`src/rtl/counter_seq_pkg.sv`:
```
// Shared types and constants for the counter sequencer: FSM state encoding,
// requester/counter widths and a one-hot to index helper.
package counter_seq_pkg;

   localparam int NUM_REQ = 4;
   localparam int CNT_W   = 4;
   localparam int IDX_W   = 2;

   typedef enum logic [2:0] {
      ST_INIT = 3'd0,
      ST_IDLE = 3'd1,
      ST_LOAD = 3'd2,
      ST_RUN  = 3'd3,
      ST_DONE = 3'd4
   } state_e;

   function automatic logic [IDX_W-1:0] onehot_to_idx(input logic [NUM_REQ-1:0] oh);
      logic [IDX_W-1:0] idx;
      idx = {IDX_W{1'b0}};
      for (int i = 0; i < NUM_REQ; i++) begin
         if (oh[i]) begin
            idx = IDX_W'(i);
         end else begin
            idx = idx;
         end
      end
      return idx;
   endfunction

endpackage

```
`src/rtl/counter_sequencer_rr.sv`:
```
// Combinational round-robin arbiter over four requesters; the search starts
// one position after the previous owner.
module rr_arbiter4
   import counter_seq_pkg::*;
(
   input  logic [NUM_REQ-1:0] req_i,
   input  logic [IDX_W-1:0]   last_grant_i,
   output logic [NUM_REQ-1:0] winner_o
);

   logic             found_s;
   logic [IDX_W-1:0] idx_s;

   // Walk the ring from last_grant+1, wrapping by 2-bit truncation.
   always_comb begin
      winner_o = {NUM_REQ{1'b0}};
      found_s  = 1'b0;
      idx_s    = last_grant_i;
      for (int i = 1; i <= NUM_REQ; i++) begin
         idx_s = last_grant_i + IDX_W'(i);
         if (!found_s && req_i[idx_s]) begin
            winner_o[idx_s] = 1'b1;
            found_s         = 1'b1;
         end else begin
            found_s = found_s;
         end
      end
   end

endmodule

```
`src/rtl/counter_sequencer.sv`:
```
// Sequencer that arbitrates four requesters for one shared 4-bit up/down
// counter and runs a timed count of the winner's latched length.
module counter_sequencer
   import counter_seq_pkg::*;
(
   input  logic                 clock,
   input  logic                 reset,
   input  logic [NUM_REQ-1:0]   req,
   input  logic [NUM_REQ-1:0]   req_dir,
   input  logic [NUM_REQ*4-1:0] req_len,
   input  logic                 cancel,
   output logic [NUM_REQ-1:0]   grant,
   output logic [NUM_REQ-1:0]   done,
   output logic                 done_abort,
   output logic                 cnt_enable,
   output logic                 cnt_updown,
   output logic                 cnt_load,
   output logic                 cnt_set,
   output logic                 cnt_reset,
   output logic [CNT_W-1:0]     cnt_data,
   input  logic                 cnt_carry
);

   state_e           state_q, state_d;
   logic [IDX_W-1:0] owner_q, owner_d;
   logic [IDX_W-1:0] last_q, last_d;
   logic             dir_q, dir_d;
   logic [CNT_W-1:0] len_q, len_d;
   logic             abort_q, abort_d;
   logic [NUM_REQ-1:0] winner_s;
   logic [IDX_W-1:0]   win_idx_s;

   rr_arbiter4 u_arb (
      .req_i        (req),
      .last_grant_i (last_q),
      .winner_o     (winner_s)
   );

   assign win_idx_s = onehot_to_idx(winner_s);

   // State and latched-run registers with synchronous active-low reset.
   always_ff @(posedge clock) begin
      if (!reset) begin
         state_q <= ST_INIT;
         owner_q <= {IDX_W{1'b0}};
         last_q  <= 2'd3;
         dir_q   <= 1'b0;
         len_q   <= {CNT_W{1'b0}};
         abort_q <= 1'b0;
      end else begin
         state_q <= state_d;
         owner_q <= owner_d;
         last_q  <= last_d;
         dir_q   <= dir_d;
         len_q   <= len_d;
         abort_q <= abort_d;
      end
   end

   // Next-state logic; cancel takes priority over terminal count.
   always_comb begin
      state_d = state_q;
      owner_d = owner_q;
      last_d  = last_q;
      dir_d   = dir_q;
      len_d   = len_q;
      abort_d = abort_q;
      case (state_q)
         ST_INIT: begin
            state_d = ST_IDLE;
         end
         ST_IDLE: begin
            if (|req) begin
               state_d = ST_LOAD;
               owner_d = win_idx_s;
               dir_d   = req_dir[win_idx_s];
               len_d   = req_len[{win_idx_s, 2'b00} +: CNT_W];
               abort_d = 1'b0;
            end else begin
               state_d = ST_IDLE;
            end
         end
         ST_LOAD, ST_RUN: begin
            if (cancel) begin
               state_d = ST_DONE;
               abort_d = 1'b1;
            end else if (cnt_carry) begin
               state_d = ST_DONE;
            end else begin
               state_d = ST_RUN;
            end
         end
         ST_DONE: begin
            state_d = ST_IDLE;
            last_d  = owner_q;
         end
         default: begin
            state_d = ST_INIT;
         end
      endcase
   end

   // Moore output decode from registered state and latched fields only.
   always_comb begin
      grant      = {NUM_REQ{1'b0}};
      done       = {NUM_REQ{1'b0}};
      done_abort = 1'b0;
      cnt_enable = 1'b0;
      cnt_updown = 1'b0;
      cnt_load   = 1'b0;
      cnt_set    = 1'b0;
      cnt_reset  = 1'b0;
      cnt_data   = {CNT_W{1'b0}};
      case (state_q)
         ST_INIT: begin
            cnt_reset = 1'b1;
         end
         ST_IDLE: begin
            grant = {NUM_REQ{1'b0}};
         end
         ST_LOAD: begin
            grant      = {{(NUM_REQ-1){1'b0}}, 1'b1} << owner_q;
            cnt_load   = 1'b1;
            cnt_updown = dir_q;
            cnt_data   = dir_q ? len_q : ~len_q;
         end
         ST_RUN: begin
            grant      = {{(NUM_REQ-1){1'b0}}, 1'b1} << owner_q;
            cnt_enable = 1'b1;
            cnt_updown = dir_q;
         end
         ST_DONE: begin
            grant      = {{(NUM_REQ-1){1'b0}}, 1'b1} << owner_q;
            done       = {{(NUM_REQ-1){1'b0}}, 1'b1} << owner_q;
            done_abort = abort_q;
         end
         default: begin
            cnt_reset = 1'b1;
         end
      endcase
   end

endmodule
```
`config.mk`:
```
export PLATFORM = sky130hd
export DESIGN_NAME = counter_sequencer
export DESIGN_NICKNAME = d
export VERILOG_FILES = /design/src/rtl/counter_seq_pkg.sv /design/src/rtl/counter_sequencer_rr.sv /design/src/rtl/counter_sequencer.sv
export SDC_FILE = /design/constraint.sdc
export NUM_CORES = 1
export LEC_CHECK = 0
export ABC_AREA = 0
export ABC_CLOCK_PERIOD_IN_PS = 4900
export CAP_MARGIN = 20
export CORE_ASPECT_RATIO = 1.5
export CORE_UTILIZATION = 49
export DETAILED_ROUTE_END_ITERATION = 8
export GPL_TIMING_DRIVEN = 0
export PLACE_DENSITY_LB_ADDON = 0.08
export SLEW_MARGIN = 0
export SYNTH_ARGS = -nofsm -noshare
export SYNTH_HDL_FRONTEND = slang
export SYNTH_SLANG_ARGS = --single-unit
```
`constraint.sdc`:
```
create_clock -name clock -period 4.9 [get_ports clock]
set_input_delay 0.98 -clock clock [delete_from_list [all_inputs] [get_ports clock]]
set_output_delay 0.98 -clock clock [all_outputs]
set_load 0.01 [all_outputs]
```
## Yosys cells after proc, flatten, opt, wreduce, memory -nomap -nowiden

Index checks and enable logic that the tools add are counted.

- Bits in registers: 13
- Bits of input ports: 28
- Output and inout port bits: 18
- Word-level logic and storage cells: 93

- $add $sub $neg: 3
- Magnitude comparators: 9
- Eq/ne operators: 6
- Shifts and indexed selects: 2
- Multiplexer cells: 44
- Bitwise gates (word level): 4
- Reduce and logical (&&, ||, !) cells: 19

Operator list:

| operator | count |
|---|---|
| 2-to-1 mux 4 bit | 8 |
| 2-to-1 mux 1 bit | 20 |
| variable part select 16 x 5 -> 4 bit | 1 |
| less-than comparator 2 x 3 -> 1 bit (second input constant) | 5 |
| OR 4 bit | 3 |
| binary-select mux 1 bit (select 2 bit) | 5 |
| case mux 3 bit (3 select lines) | 1 |
| demux 1 bit (select 2 bit) | 4 |
| >= comparator 2 x 1 -> 1 bit (second input constant) | 4 |
| OR reduction 4 bit | 2 |
| logical AND 1 bit | 7 |
| == test 3 x 2 -> 1 bit (second input constant) | 2 |
| 2-to-1 mux 2 bit | 3 |
| 2-to-1 mux 3 bit | 2 |
| adder 2 bit (second input constant) | 2 |
| inverter 4 bit | 1 |
| OR reduction 2 bit | 2 |
| << shifter 1 x 2 -> 4 bit (first input constant) | 1 |
| == test 3 x 1 -> 1 bit (second input constant) | 1 |
| == test 3 bit (second input constant) | 1 |
| logical NOT 1 bit | 3 |
| logical NOT 3 bit | 1 |
| AND reduction 3 bit | 1 |
| OR reduction 3 bit | 1 |
| other kinds (6) | 6 |

## Depth between registers and ports, before layout

- Depth after elaboration: 18
- Gate-level depth with buffers: 10
- Depth with buffers taken out: 8

## Hierarchy

A second synthesis with hierarchy kept.

- Cell total of the unflattened synthesis: 139
- Area total of the unflattened synthesis: 1,174.9 um2

Modules (own cells, without submodules):

| module | instances | cells an instance | area an instance (um2) | sequential area each (um2) |
|---|---|---|---|---|
| counter_sequencer | 1 | 101 | 817.0 | 260.2 |
| rr_arbiter4 | 1 | 38 | 357.8 | 0.0 |

## Least setup slack after synthesis

OpenSTA, ideal clock, no wires.

- Kind: input-to-reg
- Start: in req[2]
- End: reg dir_q
- Setup time: 137 ps
- Arrival time: 2,404 ps
- Data required time: 4,763 ps
- Slack: 2,360 ps
- Stages on the path: 6
- Buffers on the path: 0
- Cells stage by stage: mux4_2 -> nor2b_1 -> a311oi_2 -> or2b_1 -> o311ai_1 -> a31oi_1

- Cells in the longest elaborated chain, start to end: 17
- Elaborated cells on any way between the ends: 31
- Those cells by class: mux: 20; bitwise: 3; reduce/logical: 8

RTL lines:

| element | line | text |
|---|---|---|
| from (decl) | counter_sequencer.sv:8 | `input logic [NUM_REQ-1:0] req,` |
| binary-select mux 1 bit (select 2 bit) | counter_sequencer_rr.sv:21 | `if (!found_s && req_i[idx_s]) begin` |
| 2-to-1 mux 1 bit (not written as such) | counter_sequencer_rr.sv:21 |  |
| 2-to-1 mux 1 bit | counter_sequencer_rr.sv:21 |  |
| logical NOT 1 bit | counter_sequencer_rr.sv:21 |  |
| logical AND 1 bit | counter_sequencer_rr.sv:21 |  |
| 2-to-1 mux 1 bit | counter_sequencer_rr.sv:21 |  |
| logical NOT 1 bit | counter_sequencer_rr.sv:21 |  |
| logical AND 1 bit | counter_sequencer_rr.sv:21 |  |
| 2-to-1 mux 1 bit | counter_sequencer_rr.sv:21 |  |
| logical NOT 1 bit | counter_sequencer_rr.sv:21 |  |
| logical AND 1 bit | counter_sequencer_rr.sv:21 |  |
| 2-to-1 mux 4 bit | counter_sequencer_rr.sv:21 |  |
| 2-to-1 mux 1 bit | counter_seq_pkg.sv:21 | `if (oh[i]) begin` |
| 2-to-1 mux 2 bit (2 in series) | counter_seq_pkg.sv:21 |  |
| binary-select mux 1 bit (select 2 bit) | counter_sequencer.sv:76 | `dir_d = req_dir[win_idx_s];` |
| 2-to-1 mux 1 bit (not written as such) | counter_sequencer.sv:76 |  |
| to (signal assigned) | counter_sequencer.sv:54 | `dir_q <= dir_d;` |
| to (decl) | counter_sequencer.sv:27 | `logic dir_q, dir_d;` |

Parallel ways exist; a longest one is shown, timed or not. The select of a mux whose other input is x is not followed.
A chain may end at the register's enable or synchronous reset.

## Final worst setup path

- Start: in req[2]
- End: reg len_q[2]

- Cells in the longest elaborated chain, start to end: 16
- Elaborated cells on any way between the ends: 30
- Those cells by class: shift: 1; mux: 18; bitwise: 3; reduce/logical: 8

RTL lines:

| element | line | text |
|---|---|---|
| binary-select mux 1 bit (select 2 bit) | counter_sequencer_rr.sv:21 |  |
| 2-to-1 mux 1 bit (not written as such) | counter_sequencer_rr.sv:21 |  |
| 2-to-1 mux 1 bit | counter_sequencer_rr.sv:21 |  |
| logical NOT 1 bit | counter_sequencer_rr.sv:21 |  |
| logical AND 1 bit | counter_sequencer_rr.sv:21 |  |
| 2-to-1 mux 1 bit | counter_sequencer_rr.sv:21 |  |
| logical NOT 1 bit | counter_sequencer_rr.sv:21 |  |
| logical AND 1 bit | counter_sequencer_rr.sv:21 |  |
| 2-to-1 mux 1 bit | counter_sequencer_rr.sv:21 |  |
| logical NOT 1 bit | counter_sequencer_rr.sv:21 |  |
| logical AND 1 bit | counter_sequencer_rr.sv:21 |  |
| 2-to-1 mux 4 bit | counter_sequencer_rr.sv:21 |  |
| 2-to-1 mux 1 bit | counter_seq_pkg.sv:21 |  |
| 2-to-1 mux 2 bit (2 in series) | counter_seq_pkg.sv:21 |  |
| variable part select 16 x 5 -> 4 bit | counter_sequencer.sv:77 | `len_d = req_len[{win_idx_s, 2'b00} +: CNT_W];` |
| to (signal assigned) | counter_sequencer.sv:48 | `len_q <= {CNT_W{1'b0}};` |
| to (signal assigned) | counter_sequencer.sv:55 | `len_q <= len_d;` |
| to (decl) | counter_sequencer.sv:28 | `logic [CNT_W-1:0] len_q, len_d;` |

Parallel ways exist; a longest one is shown, timed or not. The select of a mux whose other input is x is not followed.

==> results <==
- The run finished with clean final reports.
- The core region is around 0.0026 mm².
- The sum of net half-perimeters after detailed placement is around 2700 µm.
- Setup violations remaining at the end of the flow were counted as 0.
- The final layout contains routed wiring with a total length of around 3300 µm.
- Overall power consumption after layout is estimated at 0.3831 mW.
- A synthesized cell averages just under 8 µm².
- For this design, the sink count on the clock tree is 13.
- The element type at the critical path start is an input port.
- The share of synthesized flip-flops with an asynchronous set or reset is 0%.
- The startpoint of the most critical setup path is req[2].
- The clock-pin slew on the worst setup and hold paths is ~60 ps.
- The TritonCTS clock tree is done.
- In this run, synthesis inferred 0 flip-flops with an integrated enable.
- The least setup slack across all paths after layout is between 1500 and 2000 ps.
- The clock period minus worst slack is about 3100 ps.
- The total of fill cells in the finished design is around 230.
- Summed over all nets, the switching power comes to roughly 0.13 mW.
- The worst register-to-register path begins at last_q[0]$_SDFFE_PN1P_.
- For this run, the total global-route usage over all layers was measured as about a quarter.
- Net switching is roughly a third of the power.
- The final-report hold violation count was 0.
- The pin count of the biggest net entering global routing is 11.
- The worst min-delay path startpoint is abort_q$_SDFFE_PN0P_.
- The routed length per instance is about 13 µm.
- The root buffer cell is clkbuf_8.
- The weighted congestion reported at the end of routability-driven placement is approximately 0.8.
- The post-cts hold buffer count is 0.
- The floorplan die height is around 66 µm.
- Measured along the x axis, the die boundary spans about 45 µm.
- Of the post-synthesis cell area, the dominant cell type holds a little under a fifth.
- Across the run, the number of max-cap violations was 0.
- Summing all multi-input logic gate instances after layout gives roughly 1000 µm².
- The setup check on the worst reg-to-reg path leaves a slack of 1980 ps.
- Timing analysis after detailed placement gives a worst setup slack of roughly 1600 ps.
- The total power divided by cell area is between 200 and 250 mW/mm².
- The register share of total power is 33.3%.
- The number of gates resized after cts is 0.
- The area growth from synthesis to layout is 38.56%.
- The count of buffers added on input and output ports is 43.
- The worst setup path is of the input port to flop kind.
- The CTS buffer count is 3.
- The number of setup buffers added after CTS is 0.
- The endpoint required time on the critical path is ~5000 ps.
- CTS built an H-tree with a depth of 1.
- In this run, distinct cell masters in the synthesized netlist total 47.
- The number of storage elements in the synthesis netlist is 13.
- Dividing the detail-routed via count by the number of cells gives around 5.5.
- The DRC violation total after the first TritonRoute iteration is 38.
- Setup repair after global routing left no endpoint under its margin.
- The final global-route overflow total is 0.
- The sequential cell area is 260.3 µm².
- The headroom to the max-slew limit is a little over three fifths.
- The diode insertion count for antenna repair is 0.
- For this run, the register share of the synthesized area comes to about a fifth.
- Per report_power, the clock group accounts for around 25% of the total.
- The largest area contributor in the netlist is dfxtp_1.
- In the synthesized netlist the dominant register cell turns out to be dfxtp_1.
- The initial utilization of the core area, before any placement, comes to about half.
- The post-route fraction of the period consumed by the critical path is 62.65%.
- Of all nets on the critical path, the largest fanout is 10.
- The worst setup path is captured at a flop.
- The remaining antenna violation count is 0.
- Summing over every cut layer, the via total after detailed routing is 1,421.
- The number of pins exceeding their max-slew limit in the final report is 0.
- The achievable frequency is about 0.33 GHz.
- The synthesized netlist occupies a cell area of between 0.001 and 0.0015 mm².
- At the pin with the least slew margin, the transition time is roughly 560 ps.
- The via count of the first global-routing pass is approximately 1,300.
- The pre-antenna-repair detailed-routing pass consisted of 4 iterations.
- Synthesis produced a netlist with a net count of 209.
- Leaving out fill and tap cells, the most frequent cells in the layout are clkdlybuf4s50_1 (43), nor2_1 (19), nand2_1 (19).
- The most common cell after layout, fill and taps aside is clkdlybuf4s50_1.
- The layout net count is ~260.
- The number of antenna violations at the first check in global routing is 0.
- Of the cells placed in the final design, the portion with a size suffix greater than 1 is around a tenth.
- The floorplan step defined a die boundary enclosing 0.002987 mm².
- After detailed routing, the number of remaining DRC violations is 0.
- Yosys attributes the largest share of cell area to dfxtp_1 (19%), ha_1 (5.5%), nand2_1 (5.3%).
- The class of the worst hold path is flop to flop.
- The largest vdd supply drop is ~0.13 mV.
- Row generation in the floorplan step produced 23 rows.
- The internal power of the cells is approximately 0.25 mW.
- The leakage power of the design is between 0.7 and 0.8 nW.
- The cell count after synthesis came out at ~180.
- In this run the count of I/O pins placed on the die edge is 46.
- The first global-routing pass estimated between 5000 and 6000 µm of wire.
- In this run, the combinational gates consume between 40% and 50% of the power.
- The largest clock skew in the final design is 0.9496 ps.
- At the later pin of the worst-skew pair, clock insertion delay measures around 240 ps.
- Data on the critical path arrives at its endpoint at 3170 ps.
- The total negative setup slack is 0 ps.
- The deepest clock path buffer count is 2.
- During synthesis, Yosys emitted a total of 0 warnings.
critical path, cell delays in order:
cell,delay [ps]
clkdlybuf4s50_1,510
mux4_2,630
nand2b_1,140
clkbuf_1,330
a211oi_1,140
o311ai_1,310
a31oi_1,130
state kept, by name (all words and copies together) (netlist names):
register,count
len_q,4
state_q,3
last_q,2
owner_q,2
abort_q,1
dir_q,1
area by class of cell:
type / instances / share of cell area [%]
multi-input cells: 140 / 52.93
repair buffers: 43 / 22.90
flip-flops and latches: 13 / 13.85
plain buffers: 11 / 3.196
well taps: 37 / 2.463
clock buffers: 3 / 2.197
inverters: 11 / 2.197
clock inverters: 1 / 0.2663
synthesized netlist by cell type, types with 2 or more instances:
master     number
or2b_1          2
buf_2           3
dfxtp_1        13
nand4_1         2
and2_1          3
o22ai_1         2
o2bb2ai_1       5
nor2b_1         3
ha_1            6
a211oi_2        2
nand3_1         4
inv_1          11
mux2_2          4
o21ai_0         8
a31oi_1         5
nor3_1          4
nand2b_1        8
mux4_1          2
o311ai_1        5
a21oi_1         5
mux4_2          2
nor2_1         19
buf_4           2
a211oi_1        5
xor2_1          5
clkbuf_1        5
mux2i_1         2
nand2_1        19
logic make-up (layout without fill, tap and decap cells):
group | after synthesis | in the layout | synth area share, %
xor+xnor | 5 | 5 | 3.229
mux | 10 | 10 | 11.99
compound gates | 45 | 45 | 24.91
buf+inv | 22 | 69 | 7.472
simple gates | 73 | 73 | 27.40
fa+ha+maj | 6 | 6 | 5.535
other cells | 1 | 1 | 0.2765
flops | 13 | 13 | 19.19
worst paths after layout:
kind | endpoint | cells after the start
worst max-delay path | len_q[2]$_SDFFE_PN0P_ | 7
worst min-delay path | abort_q$_SDFFE_PN0P_ | 2
worst max register to register | len_q[2]$_SDFFE_PN0P_ | 9
worst min register to register | abort_q$_SDFFE_PN0P_ | 2
power groups by stage:
stage | sequential (mW) | clock (mW) | combinational [mW]
detailed placement | 0.130 | 0 | 0.160
finish | 0.127 | 0.0953 | 0.160
global route | 0.130 | 0.0992 | 0.177
CTS | 0.127 | 0.0958 | 0.161
global placement | 0.129 | 0 | 0.155
floorplan | 0.127 | 0 | 0.103
per-stage QoR:
stage / utilization, % / cells / cell area (µm²) / hold WS [ps]
finish: 70.98 / 259 / 1879 / 488.8
floorplan: - / 175 / 1356 / 459.5
global placement: 69.23 / 255 / 1833 / 471.9
global route: 70.98 / 259 / 1879 / 512.6
detailed placement: 69.23 / 255 / 1833 / 484.1
CTS: 70.98 / 259 / 1879 / 495.1
per-layer routing:
| layer | GRT usage [%] | part of all wire, % | vias to the layer above |
|---|---|---|---|
| li1 | - | - | 725 |
| met3 | 1.366 | 2.0 | 6 |
| met1 | 25.99 | 40 | 656 |
| met2 | 45.29 | 57 | 34 |
| met5 | 0 | 0 | - |
| met4 | 8.333 | 1.5 | 0 |
Power figures use the tool's default switching activity.
==> RTL edit, RTL diff (same settings) <==
Re-encode `state_e` (5 states) as one-hot, 5 bits wide.
--- a/src/rtl/counter_seq_pkg.sv
+++ b/src/rtl/counter_seq_pkg.sv
@@ -6,12 +6,12 @@
    localparam int CNT_W   = 4;
    localparam int IDX_W   = 2;
 
-   typedef enum logic [2:0] {
-      ST_INIT = 3'd0,
-      ST_IDLE = 3'd1,
-      ST_LOAD = 3'd2,
-      ST_RUN  = 3'd3,
-      ST_DONE = 3'd4
+   typedef enum logic [4:0] {
+      ST_INIT = 5'b00001,
+      ST_IDLE = 5'b00010,
+      ST_LOAD = 5'b00100,
+      ST_RUN  = 5'b01000,
+      ST_DONE = 5'b10000
    } state_e;
 
    function automatic logic [IDX_W-1:0] onehot_to_idx(input logic [NUM_REQ-1:0] oh);
Formal check against the unedited RTL: same outputs for any inputs over 10 cycles, from zero or initial values and one cycle with reset low; not proved beyond that.
==> RTL edit against the original RTL <==
- the flow now finishes with violations (DRC)
- sequential power rose by 28%
- power increased by 2.6%
- largest cell class unchanged
- synthesized area is 6.4% lower
- sequential cell count rose by 2
- routed wire length up 6.0%
- critical path type is now reg -> out
- count of clock-buffer cells in the layout unchanged
- synthesized cell count decreased by 8.0%
- design area decreased by 5.9%
- setup slack lost 0.36 ns
==> RTL edit: results (changes against the original RTL) <==
[run_status]
violations = DRC
status = finished, violations left

[route]
drc = 4  ; +4
firstDrtPassIters = 6  ; +2
drt-met1-wl_mm = 1.45  ; +9.2%
vias = 1388  ; -2.3%
routed_wl_mm = 3.52  ; +6.0%
viasPerCell = 5.96  ; +8.6%
wl_met2_mm = 1.94  ; +3.4%

[placement]
hpwlAfterDp_mm = 2.77  ; +0.95%
placed_cells = 229  ; -10%
io_buffers = 44  ; +2.3%
gp_congestion = 0.793  ; -0.90%

[clock_tree]
insertion_delay_ns = 0.28  ; +0.04 ns
path_clk_slew_ns = 0.09  ; +0.03 ns

[synth]
synth_xor_area_share_pct = 3.45  ; +0.22 points
synthCells = 161  ; -8.0%
yosysUniqueCellTypes = 43  ; -8.5%
synth.area.top_cells = dfxtp_1 24%, ha_1 5.9%, nand2_1 5.6%
synthMuxAreaShare_pct = 5.32  ; -6.7 points
synthesis.nets = 195  ; -6.7%
yosysSeqAreaShare_pct = 23.6  ; +4.5 points

[layout]
reg_top3 = state_q: 5 flops, len_q: 4 flops
nets = 244  ; -5.1%

[setup_path]
crit_family = simple AND/OR/NAND/NOR gates
reg2reg_slack_ns = 2.24  ; +0.26 ns
r2r-end = len_q[3]
cpMaxStageDelayCell = nor4_1
crit_path_start = state_q[3]

[pwr]
powerSeq_uw = 163  ; +28%
clock_power_share_pct = 17.9  ; -7.0 points
ir_worst_vdd_v = 0.000227  ; +73%
switchingPower_uw = 142  ; +11%

[grt]
grt_pass1_vias = 1402  ; +9.9%
met1_usage_pct = 31.4  ; +5.4 points
grt.total_usage_pct = 27.6  ; +3.9 points

[timing]
maxSlewHeadroom_pct = 46.2  ; -16 points
final.setup_skew_ns = 0.00691  ; +0.00596 ns

[RTL edit: changes by cell type after synthesis, sizes merged, moves of 5 or more]
| cell | delta |
|---|---|
| o32ai | +5 |
| o2bb2ai | -5 |
| nor3 | +8 |
| a21oi | +6 |
| inv | -6 |
| a2bb2oi | +5 |
[RTL edit: final cells by class]
| cell class | instances | area, um2 |
|---|---|---|
| fill | 207 | 682 |
| inverter | 5 | 18.8 |
| buffer | 6 | 42.5 |
| timing repair buffer | 44 | 440 |
| clock buffer | 3 | 22.5 |
| multi-input combinational | 135 | 908 |
| clock inverter | 1 | 5.00 |
| sequential | 15 | 300 |
| tap | 24 | 30.0 |
[RTL edit: metrics by stage]
| step | hold WS (ns) | total power [uW] | util (%) | instance area, um2 | worst slack (ns) |
|---|---|---|---|---|---|
| 2_1_floorplan | 0.492 | 263 | - | 1270 | 2.30 |
| 3_3_place_gp | 0.535 | 314 | 71.0 | 1740 | 1.55 |
| 3_5_place_dp | 0.538 | 323 | 71.0 | 1740 | 1.47 |
| 4_1_cts | 0.552 | 393 | 72.2 | 1770 | 1.49 |
| 5_1_grt | 0.614 | 422 | 72.2 | 1770 | 1.25 |
| 6_report | 0.542 | 393 | 72.2 | 1770 | 1.47 |
[RTL edit: cells by family after synthesis]
kind of cell / count (synthesis)
other: 1
adders and majority gates: 6
muxes: 3
AOI/OAI and AO/OA: 47
and+or+nand+nor: 73
xor gates and xnor gates: 5
DFF: 15
buffers and inverters: 11
[RTL edit: tightest hold or removal path: stages, from the launching register on]
cell and delay, ns:
dfxtp_1 0.33, a21oi_1 0.12, nor3_1 0.05
